===== config.mk =====
export PLATFORM = sky130hd
export DESIGN_NAME = vend_ctrl_param
export DESIGN_NICKNAME = d
export VERILOG_FILES = /design/src/rtl/vend_ctrl_param.sv
export SDC_FILE = /design/constraint.sdc
export NUM_CORES = 1
export LEC_CHECK = 0
export CORE_AREA = 2 2 48 50
export DETAILED_ROUTE_END_ITERATION = 10
export DIE_AREA = 0 0 50 52
export GPL_TIMING_DRIVEN = 0
export MAX_ROUTING_LAYER = met4
export PLACE_DENSITY = 0.83
export SLEW_MARGIN = 5
export SYNTH_ARGS = -nofsm -noshare
export SYNTH_HDL_FRONTEND = slang
export SYNTH_SLANG_ARGS = --single-unit

===== constraint.sdc =====
create_clock -name Hz -period 2.6 [get_ports Hz]
set_input_delay 0.26 -clock Hz [delete_from_list [all_inputs] [get_ports Hz]]
set_output_delay 0.26 -clock Hz [all_outputs]
set_load 0.02 [all_outputs]

===== src/rtl/vend_ctrl_param.sv =====
// Coin-credit vending controller: edge-detected coins, binary credit counter,
// vend pulse, and spaced change/refund payout with optional keep-remainder mode.
module vend_ctrl_param #(
  parameter int CW          = 3,
  parameter int CREDIT_MAX  = 4,
  parameter int PRICE       = 3,
  parameter int VAL_A       = 1,
  parameter int VAL_B       = 2,
  parameter int AUTO_CHANGE = 1,
  parameter int CHG_GAP     = 2
) (
  input  logic                  Hz,
  input  logic                  Reset,
  input  logic                  coin_a,
  input  logic                  coin_b,
  input  logic                  buy,
  input  logic                  refund,
  output logic [CW-1:0]         credit,
  output logic [CREDIT_MAX-1:0] money,
  output logic                  enough,
  output logic                  vend,
  output logic                  change,
  output logic                  reject,
  output logic                  busy
);

  localparam int GW = $clog2(CHG_GAP + 1);
  localparam logic [CW+1:0] VA_W    = (CW+2)'(VAL_A);
  localparam logic [CW+1:0] VB_W    = (CW+2)'(VAL_B);
  localparam logic [CW+1:0] CMAX_W  = (CW+2)'(CREDIT_MAX);
  localparam logic [CW-1:0] PRICE_C = CW'(PRICE);
  localparam logic [GW-1:0] GAP_C   = GW'(CHG_GAP);

  typedef enum logic [1:0] {IDLE, VEND, CHANGE} state_t;

  state_t        state, state_n;
  logic [CW-1:0] credit_n;
  logic [GW-1:0] gap, gap_n;
  logic          vend_n, change_n, reject_n;
  logic          coin_a_q, coin_b_q, buy_q, refund_q;
  logic          ea, eb, ebuy, eref;
  logic [CW+1:0] dep;

  // Sum is formed two bits wider than the counter so it can never wrap.
  function automatic logic fits(input logic [CW-1:0] c, input logic [CW+1:0] add);
    return (({2'b00, c} + add) <= CMAX_W);
  endfunction

  assign ea   = coin_a & ~coin_a_q;
  assign eb   = coin_b & ~coin_b_q;
  assign ebuy = ~buy & buy_q;
  assign eref = refund & ~refund_q;
  assign dep  = (ea ? VA_W : '0) + (eb ? VB_W : '0);

  always_comb begin
    state_n  = state;
    credit_n = credit;
    gap_n    = gap;
    vend_n   = 1'b0;
    change_n = 1'b0;
    reject_n = 1'b0;
    unique case (state)
      IDLE: begin
        if (ea || eb) begin
          if (fits(credit, dep)) credit_n = credit + dep[CW-1:0];
          else                   reject_n = 1'b1;
        end else if (ebuy && credit >= PRICE_C) begin
          credit_n = credit - PRICE_C;
          vend_n   = 1'b1;
          state_n  = VEND;
        end else if (eref && credit != '0) begin
          change_n = 1'b1;
          gap_n    = '0;
          state_n  = CHANGE;
        end
      end
      VEND: begin
        reject_n = ea | eb;
        if (AUTO_CHANGE != 0 && credit != '0) begin
          change_n = 1'b1;
          gap_n    = '0;
          state_n  = CHANGE;
        end else begin
          state_n = IDLE;
        end
      end
      CHANGE: begin
        reject_n = ea | eb;
        // A unit is retired at the end of its pulse cycle; the last one skips the gap.
        if (change) begin
          credit_n = credit - 1'b1;
          if (credit == CW'(1)) state_n = IDLE;
          else                  gap_n   = GAP_C;
        end else if (gap > GW'(1)) begin
          gap_n = gap - 1'b1;
        end else begin
          gap_n    = '0;
          change_n = 1'b1;
        end
      end
      default: state_n = IDLE;
    endcase
  end

  always_ff @(posedge Hz or negedge Reset) begin
    if (!Reset) begin
      state    <= IDLE;
      credit   <= '0;
      gap      <= '0;
      vend     <= 1'b0;
      change   <= 1'b0;
      reject   <= 1'b0;
      coin_a_q <= 1'b0;
      coin_b_q <= 1'b0;
      buy_q    <= 1'b1;
      refund_q <= 1'b0;
    end else begin
      state    <= state_n;
      credit   <= credit_n;
      gap      <= gap_n;
      vend     <= vend_n;
      change   <= change_n;
      reject   <= reject_n;
      coin_a_q <= coin_a;
      coin_b_q <= coin_b;
      buy_q    <= buy;
      refund_q <= refund;
    end
  end

  assign busy   = (state != IDLE);
  assign enough = (state == IDLE) && (credit >= PRICE_C);

  always_comb begin
    money = '0;
    for (int i = 0; i < CREDIT_MAX; i++) money[i] = ({2'b00, credit} > (CW+2)'(i));
  end

endmodule


After elaboration in Yosys (flattened, before gate mapping)
Index checks and enable logic that the tools add are counted.
- add/sub/neg operators: 6
- order comparisons: 7
- bitwise operators: 9
- mux-type cells: 35
- equal/unequal tests: 13
- reductions and logical operators: 13
- operators by type and width (cell ; number):
    $mux W2 ; 14
    $mux W1 ; 12
    $mux W3 ; 4
    $ne A2 B2 Y1 const B ; 6
    $ne A3 B3 Y1 const B ; 4
    $pmux W2 S3 ; 2
    $reduce_and A4 Y1 ; 2
    $gt A3 B1 Y1 const B ; 2
    $gt A3 B2 Y1 const B ; 2
    $pmux W3 S2 ; 1
    $reduce_and A6 Y1 ; 1
    $reduce_bool A3 Y1 ; 2
    $add A3 B3 Y4 ; 1
    $and A1 B1 Y1 ; 4
    $le A4 B3 Y1 const B ; 1
    $not A1 Y1 ; 4
    $reduce_bool A2 Y1 ; 2
    $add A1 B2 Y3 ; 1
    $add A3 B3 Y3 ; 1
    $eq A3 B1 Y1 const B ; 1
    $ge A3 B2 Y1 const B ; 1
    $logic_and A1 B1 Y1 ; 3
    $pmux W1 S3 ; 1
    $sub A3 B1 Y3 const B ; 1
    10 further kinds ; 10
- output and inout port bits: 12
- register bits after elaboration: 14
- word-level logic and storage cells: 93

Logic depth before layout (Yosys ltp)
Gate-level depths: netlist (run 1).
- depth after elaboration: 9
- depth in mapped cells: 10
- gate-level depth less buffers: 10

Worst setup path after synthesis (run 1)
OpenSTA, ideal clock, no wires.
- path kind: reg-to-reg
- start: register credit[0]
- end: register credit[0]
- buffers on the path: 0
- setup time: 124 ps
- cell stages (with the launch flop): 9
- data arrival time: 2103 ps
- slack: 373 ps
- cells stage by stage: dfrtp_1 ha_1 inv_1 fa_1 xnor2_1 a2bb2oi_4 o221ai_2 a211oi_1 a211o_1
- word-level cells in the longest chain between the ends: 4
- elaborated cells on any way between the ends: 15
- those cells by class: add/sub (4); order compare (2); eq/ne (2); mux (5); reduce/logical (2)
- RTL lines (element ; line ; text):
    start, declared ; 18 ; output logic [CW-1:0] credit,
    start signal, assigned ; 119 ; credit <= credit_n;
    $add A3 B3 Y4 (tied with other cells) ; 46 ; return (({2'b00, c} + add) <= CMAX_W);
    $le A4 B3 Y1 (tied with other cells) ; 46 ;
    $ne A3 B3 Y1 (no source line) or $mux W3 (tied branches) ; -- ;
    $reduce_and A4 Y1 (no source line) or $pmux W3 S2 (tied branches) ; -- ;
Several ways; a longest one is shown, not always the timed one. The select of a mux whose other input is x is not followed.
A chain may end at the register's enable or synchronous reset.

Worst setup path in the final report (run 1)
- start: register credit[1]
- end: output enough
- word-level cells in the longest chain between the ends: 2
- RTL lines (element ; line ; text):
    $ge A3 B2 Y1 ; 132 ; assign enough = (state == IDLE) && (credit >= PRICE_C);
    $logic_and A1 B1 Y1 ; 132 ;
    end, declared ; 20 ; output logic enough,
No other way between the ends.

==> out/qor.yml, run 1 <==
fp.dieW_um: 50
avgRoutedWirePerCell_um: 13.7
yosysWarningCount: 0
powerDensity_nw_per_um2: 1380
cts_buffers: 3
synth.largest_area_cell: "dfrtp_1"
start_kind: "flip-flop"
grt_pass1_vias: 867
grt_max_degree: 15
cts_root_buffer: "clkbuf_4"
fmaxAchievable_mhz: 410
syn_nets: 128
dpl_worst_slack_ps: -107
clock-sinks: 14
power_frac_comb: 0.682
power_leakage_uw: 0.000573
relSlewSlack: 0.568
cts_max_path_buffers: 2
swShare: 0.480
antenna_found_initial: 0
maxCapViolCount: 0
power.switching_uw: 844
slew_viol_final: 0
cp.arrival_ps: 2180
grt-ovfl-total: 0
internal_power_uw: 914
rsz0062_at_grt: "false"
r2r_setup_slack_ps: 200
area_delta_synth_final_pct: 24.3
ys.flop_type: "dfrtp_1"
drc_errors: 0
setup_viol: 0
ir_drop_mv: 0.800
synthDistinctLibCells: 38
fin_cells: 157
synth_edf_count: 0
rows: 17
yosysSeqAreaShare: 0.342
post-route-util: 0.607
synth.cell_area_um2: 1030
final_antenna_net_count: 0
nFillCells: 175
pwr-share-seq: 0.226
drive_gt1_frac: 0.124
hold_viol: 0
vias: 867
n_antenna_cell: 0
htreeDepth: 1
yosys.area.top_type_share: 0.316
cts_resized: 0
clk_pin_slew_ps: 90
worst_pin_slew_ps: 645
ys_ff_latch: 14
die-area_um2: 2600
insertion_delay_ps: 290
tritoncts: "built"
crit_fanout: 9
seqCellArea_um2: 353
crit_required_ps: 2340
hold_buffers: 0
portBuffers: 17
timing.final.crit_share: 0.939
start_util: 0.488
postRouteWirelength_um: 2150
async_flop_share: 1.00
gp_congestion: 0.917
skew_ps: 5.88
layout.nets: 150
min_period_ps: 2440
synth.avg_cell_area_um2: 9.52
die_h_um: 52
grtUsageTotal: 0.197
synth_common_cells: "dfrtp_1, ha_1, inv_1, nand2_1"
yosys-top-cells-area: "dfrtp_1, ha_1, inv_1, nand2_1, o21ai_0"
status: "completed"
dr.pass1.iters: 4
min_path_type: "in2async"
dp_hpwl_um: 1670
via_per_inst: 5.52
grt_pass1_wl_um: 3770
setup.worst_path.class: "reg2out"
multi_input_area_um2: 632
core_um2: 2110
setup_slack_ps: 160
post-cts-setup-buffer-count: 0
netlist_instances: 108
endpoint_kind: "primary output"
place_inst: 153
dr.first_iter.drc_count: 15
pin_count: 18
power.share.clock: 0.092
through the flow:
step | cell area, um^2 | power [uW] | TNS (ps) | hold slack (ps)
final | 1280 | 1760 | 0 | 352
after global placement | 1230 | 1550 | -62.2 | 490
after floorplan | 1030 | 1190 | 0 | -35.6
after global routing | 1280 | 1910 | 0 | 415
after detailed placement | 1230 | 1570 | -107 | 518
after CTS | 1270 | 1740 | 0 | 378
sequential cells by signal, indices dropped and copies added, names as in the netlist:
name	count
state	2
buy_q	1
credit	3
vend	1
reject	1
refund_q	1
coin_b_q	1
coin_a_q	1
gap	2
change	1
power by group through the flow:
stage,Combinational (uW),Sequential [uW],Clock (uW)
2_1_floorplan,773,419,0
3_3_place_gp,1160,387,0
6_report,1200,397,162
4_1_cts,1190,391,164
5_1_grt,1320,412,179
3_5_place_dp,1180,396,0
cells by family (layout without fill, tap and decap cells):
logic type / count (synthesis) / after routing / share of synthesized area
buffers and inverters: 13 / 34 / 0.0511
AOI/OAI and AO/OA: 29 / 29 / 0.213
DFF: 14 / 14 / 0.342
muxes: 2 / 2 / 0.0219
and+or+nand+nor: 34 / 34 / 0.178
adders and majority gates: 14 / 14 / 0.178
xor gates and xnor gates: 2 / 2 / 0.0170
layer usage:
metal,wire length [um],share of wire,track usage,vias up
li1,-,-,-,420
met1,989,0.46,0.231,413
met2,983,0.46,0.309,23
met3,83,0.039,0.0517,11
met4,95,0.044,0.111,0
met5,0,0,-,-
critical path: stages (launching register included):
cell,delay (ps)
dfrtp_1,510
ha_1,250
ha_1,220
a211oi_4,300
nor2_1,80
clkdlybuf4s50_1,540
final cells by class:
class,count,share of cell area
repair buffers,17,0.133
well taps,28,0.0274
plain buffers,2,0.00881
clock buffers,4,0.0284
inverters,11,0.0323
flip-flops and latches,14,0.276
multi-input cells,81,0.494
worst paths after layout:
path / start / cells after the start / endpoint
worst max-delay path: credit[1]$_DFFE_PN0P_ / 5 / enough
worst min-delay path: Reset / 1 / refund_q$_DFF_PN0_
worst max register to register: coin_a_q$_DFF_PN0_ / 10 / credit[0]$_DFFE_PN0P_
worst min register to register: gap[0]$_DFFE_PN0P_ / 1 / gap[0]$_DFFE_PN0P_
max in group asynchronous: Reset / 1 / credit[0]$_DFFE_PN0P_
min in group Hz: refund / 1 / refund_q$_DFF_PN0_
cell usage in the layout, fill, tap and decap left out, types with 2 or more instances in the layout:
master | Yosys | routed
a21oi_1 | 5 | 5
a31oi_1 | 3 | 3
clkbuf_4 | 0 | 3
clkdlybuf4s50_1 | 0 | 17
dfrtp_1 | 13 | 12
ha_1 | 13 | 13
inv_1 | 10 | 10
nand2_1 | 10 | 10
nand2b_1 | 4 | 4
nand3_1 | 4 | 4
nor2_1 | 7 | 7
nor3_1 | 2 | 2
o21ai_0 | 7 | 7
o21ai_1 | 2 | 2
or3_1 | 2 | 2
xnor2_1 | 2 | 2
Note: power is estimated with default switching activity, not from simulation.
==> inputs of run 2 (changes only) <==
ABC_AREA = 1   (was unset)
CORE_AREA = 2 2 50 52   (was 2 2 48 50)
DIE_AREA = 0 0 52 54   (was 0 0 50 52)
SKIP_CTS_REPAIR_TIMING = 1   (was unset)
==> run 2 against run 1 <==
Against the previous run:
- worst setup slack improved by 110 ps
- sequential power fell by 5.0%
- clock skew barely moved
- routed wire length rose by 6.9%
- critical path type unchanged
==> out/qor.yml, run 2 <==
synth.largest_area_cell: "dfrtp_1"
multi_input_area_um2: 669  # +5.9%
yosysSeqAreaShare: 0.309  # -0.0331
yosysWarningCount: 0  # unchanged
fp.dieW_um: 52  # +4.0%
grt_max_degree: 15  # unchanged
synth.avg_cell_area_um2: 7.85  # -18%
maxCapViolCount: 0  # unchanged
postRouteWirelength_um: 2300  # +6.9%
die_h_um: 54  # +3.8%
cts_root_buffer: "clkbuf_4"
antenna_found_initial: 0  # unchanged
drc_errors: 0  # unchanged
htreeDepth: 1  # unchanged
power_leakage_uw: 0.000723  # +26%
crit_family: "buffers and inverters"
cpPeakStageDelay_ps: 620  # +80 ps
ir_drop_mv: 0.677  # -15%
hold_viol: 0  # unchanged
finalPower_uw: 1850  # +5.0%
async_flop_share: 1.00  # unchanged
clock-sinks: 14  # unchanged
endpoint_kind: "primary output"
gp_congestion: 0.924  # +0.76%
min_path_type: "in2async"
timing.final.crit_share: 0.896  # -0.0428
ys.flop_type: "dfrtp_1"
dr.first_iter.drc_count: 22  # +7
min_period_ps: 2330  # -111 ps
yosysMostFrequentCell: "nand2_1"
synthDistinctLibCells: 26  # -32%
rsz0062_at_grt: "false"
top_register: "credit"
avgRoutedWirePerCell_um: 11.7  # -14%
grt_pass1_vias: 947  # +9.2%
die-area_um2: 2810  # +8.0%
synth_common_cells: "nand2_1, inv_1, dfrtp_1, ha_1, nand2_2"
syn_nets: 165  # +29%
rows: 18  # +1
ys_ff_latch: 14  # unchanged
crit_buf_inv: 2  # +1
layout_commonest_cell: "nand2_1"
nFillCells: 197  # +13%
n_antenna_cell: 0  # unchanged
grt_pass1_wl_um: 4060  # +7.7%
yosys-top-cells-area: "dfrtp_1, ha_1, nand2_1, inv_1, nand2_2"
grt-ovfl-total: 0  # unchanged
relSlewSlack: 0.576  # +0.00795
setup.worst_path.class: "reg2out"
crit_fanout: 8  # -1
skew_ps: 5.91  # +0.0261 ps
portBuffers: 17  # unchanged
final_cell_mix: "nand2_1, inv_1, clkdlybuf4s50_1, ha_1, dfrtp_1"
synth.cell_area_um2: 1140  # +11%
pin_count: 18  # unchanged
worst_pin_slew_ps: 634  # -11.9 ps
area_delta_synth_final_pct: 21.4
grtUsageTotal: 0.201  # +0.00339
dr.pass1.iters: 4  # unchanged
seqCellArea_um2: 352  # -0.35%
core_um2: 2320  # +10%
netlist_instances: 145  # +34%
slew_viol_final: 0  # unchanged
dp_hpwl_um: 1800  # +8.2%
cp.arrival_ps: 2070  # -110 ps
drive_gt1_frac: 0.175  # +0.0507
start_util: 0.491  # +0.00242
largestRegisters: "credit x3, gap x2, state x2"
tritoncts: "built"
fmaxAchievable_mhz: 429  # +4.8%
largest_reg_flops: 3  # unchanged
vias: 980  # +13%
yosys.area.top_type_share: 0.286  # -0.0306
cts_max_path_buffers: 2  # unchanged
crit_required_ps: 2340  # about the same
layout.nets: 187  # +25%
via_per_inst: 5.00  # -9.5%
clk_pin_slew_ps: 90  # about the same
crit_path_top_delay_cell: "clkdlybuf4s50_1"
insertion_delay_ps: 290  # about the same
setup_viol: 0  # unchanged
finalSetupTns_ps: 0  # unchanged
status: "completed"
cts_buffers: 3  # unchanged
path_cells: "inv_1 -> ha_1 -> a21oi_1 -> clkdlybuf4s50_1"
powerDensity_nw_per_um2: 1340  # -2.9%
start_kind: "flip-flop"
synth_edf_count: 0  # unchanged
final_antenna_net_count: 0  # unchanged
[run 2: report_power, final]
group / switching [uW] / internal [uW]
logic: 775 / 533
registers: 85.5 / 291
clock network: 76.4 / 85.3
[run 2: worst paths after layout]
kind                                       start                    end  slack (ps)  cells after the start
setup / recovery           credit[1]$_DFFE_PN0P_               money[1]         270                      4
hold / removal                             Reset  credit[2]$_DFFE_PN0P_         350                      1
setup reg to reg           credit[1]$_DFFE_PN0P_  credit[1]$_DFFE_PN0P_         570                      9
hold reg to reg               gap[1]$_DFFE_PN0P_     gap[1]$_DFFE_PN0P_         530                      2
max in group asynchronous                  Reset     gap[0]$_DFFE_PN0P_        1830                      1
min in group Hz                              buy        buy_q$_DFF_PN1_         400                      1
[run 2: final cells by class]
class	instances	share of cell area
Multi-Input combinational cell	104	0.484
Sequential cell	14	0.254
Timing Repair Buffer	17	0.123
Inverter	25	0.0715
Tap cell	30	0.0271
Clock buffer	4	0.0262
Buffer	2	0.0136
[run 2: through the flow]
stage | cells | worst slack (ps) | area, um^2 | util | hold WS, ps
floorplan | 145 | 678 | 1140 | - | -35.6
global placement | 192 | 284 | 1350 | 0.580 | 481
detailed placement | 192 | 237 | 1350 | 0.580 | 501
CTS | 196 | 281 | 1380 | 0.596 | 384
global route | 196 | 165 | 1380 | 0.596 | 411
finish | 196 | 271 | 1380 | 0.596 | 353
[run 2: kinds of logic after synthesis]
| family | after synthesis | synth area share |
|---|---|---|
| AO/OA/AOI/OAI | 18 | 0.0978 |
| adder cells (fa/ha/maj) | 14 | 0.160 |
| buffers and inverters | 27 | 0.103 |
| flip-flops | 14 | 0.309 |
| AND/OR/NAND/NOR | 72 | 0.330 |
[run 2: per-layer routing]
| layer | wire length, um | track usage | up-vias |
|---|---|---|---|
| met5 | 0 | - | - |
| met4 | 65 | 0.0921 | 0 |
| met3 | 123 | 0.0417 | 9 |
| met2 | 1070 | 0.323 | 32 |
| met1 | 1040 | 0.242 | 438 |
| li1 | - | - | 501 |
==> inputs of run 3 (changes only) <==
clock period = 2.48 ns   (was 2.6 ns; I/O delays follow)
==> results of run 3 <==
The final DEF is identical to that of run 2. Status: completed.
Among the figures that moved: setup slack after placement 237 ps -> 129 ps; setup slack after layout 271 ps -> 163 ps; hold slack 353 ps -> 341 ps; register-to-register setup slack 570 ps -> 450 ps; total power 1850 uW -> 1940 uW; worst IR drop on VDD 0.677 mV -> 0.710 mV
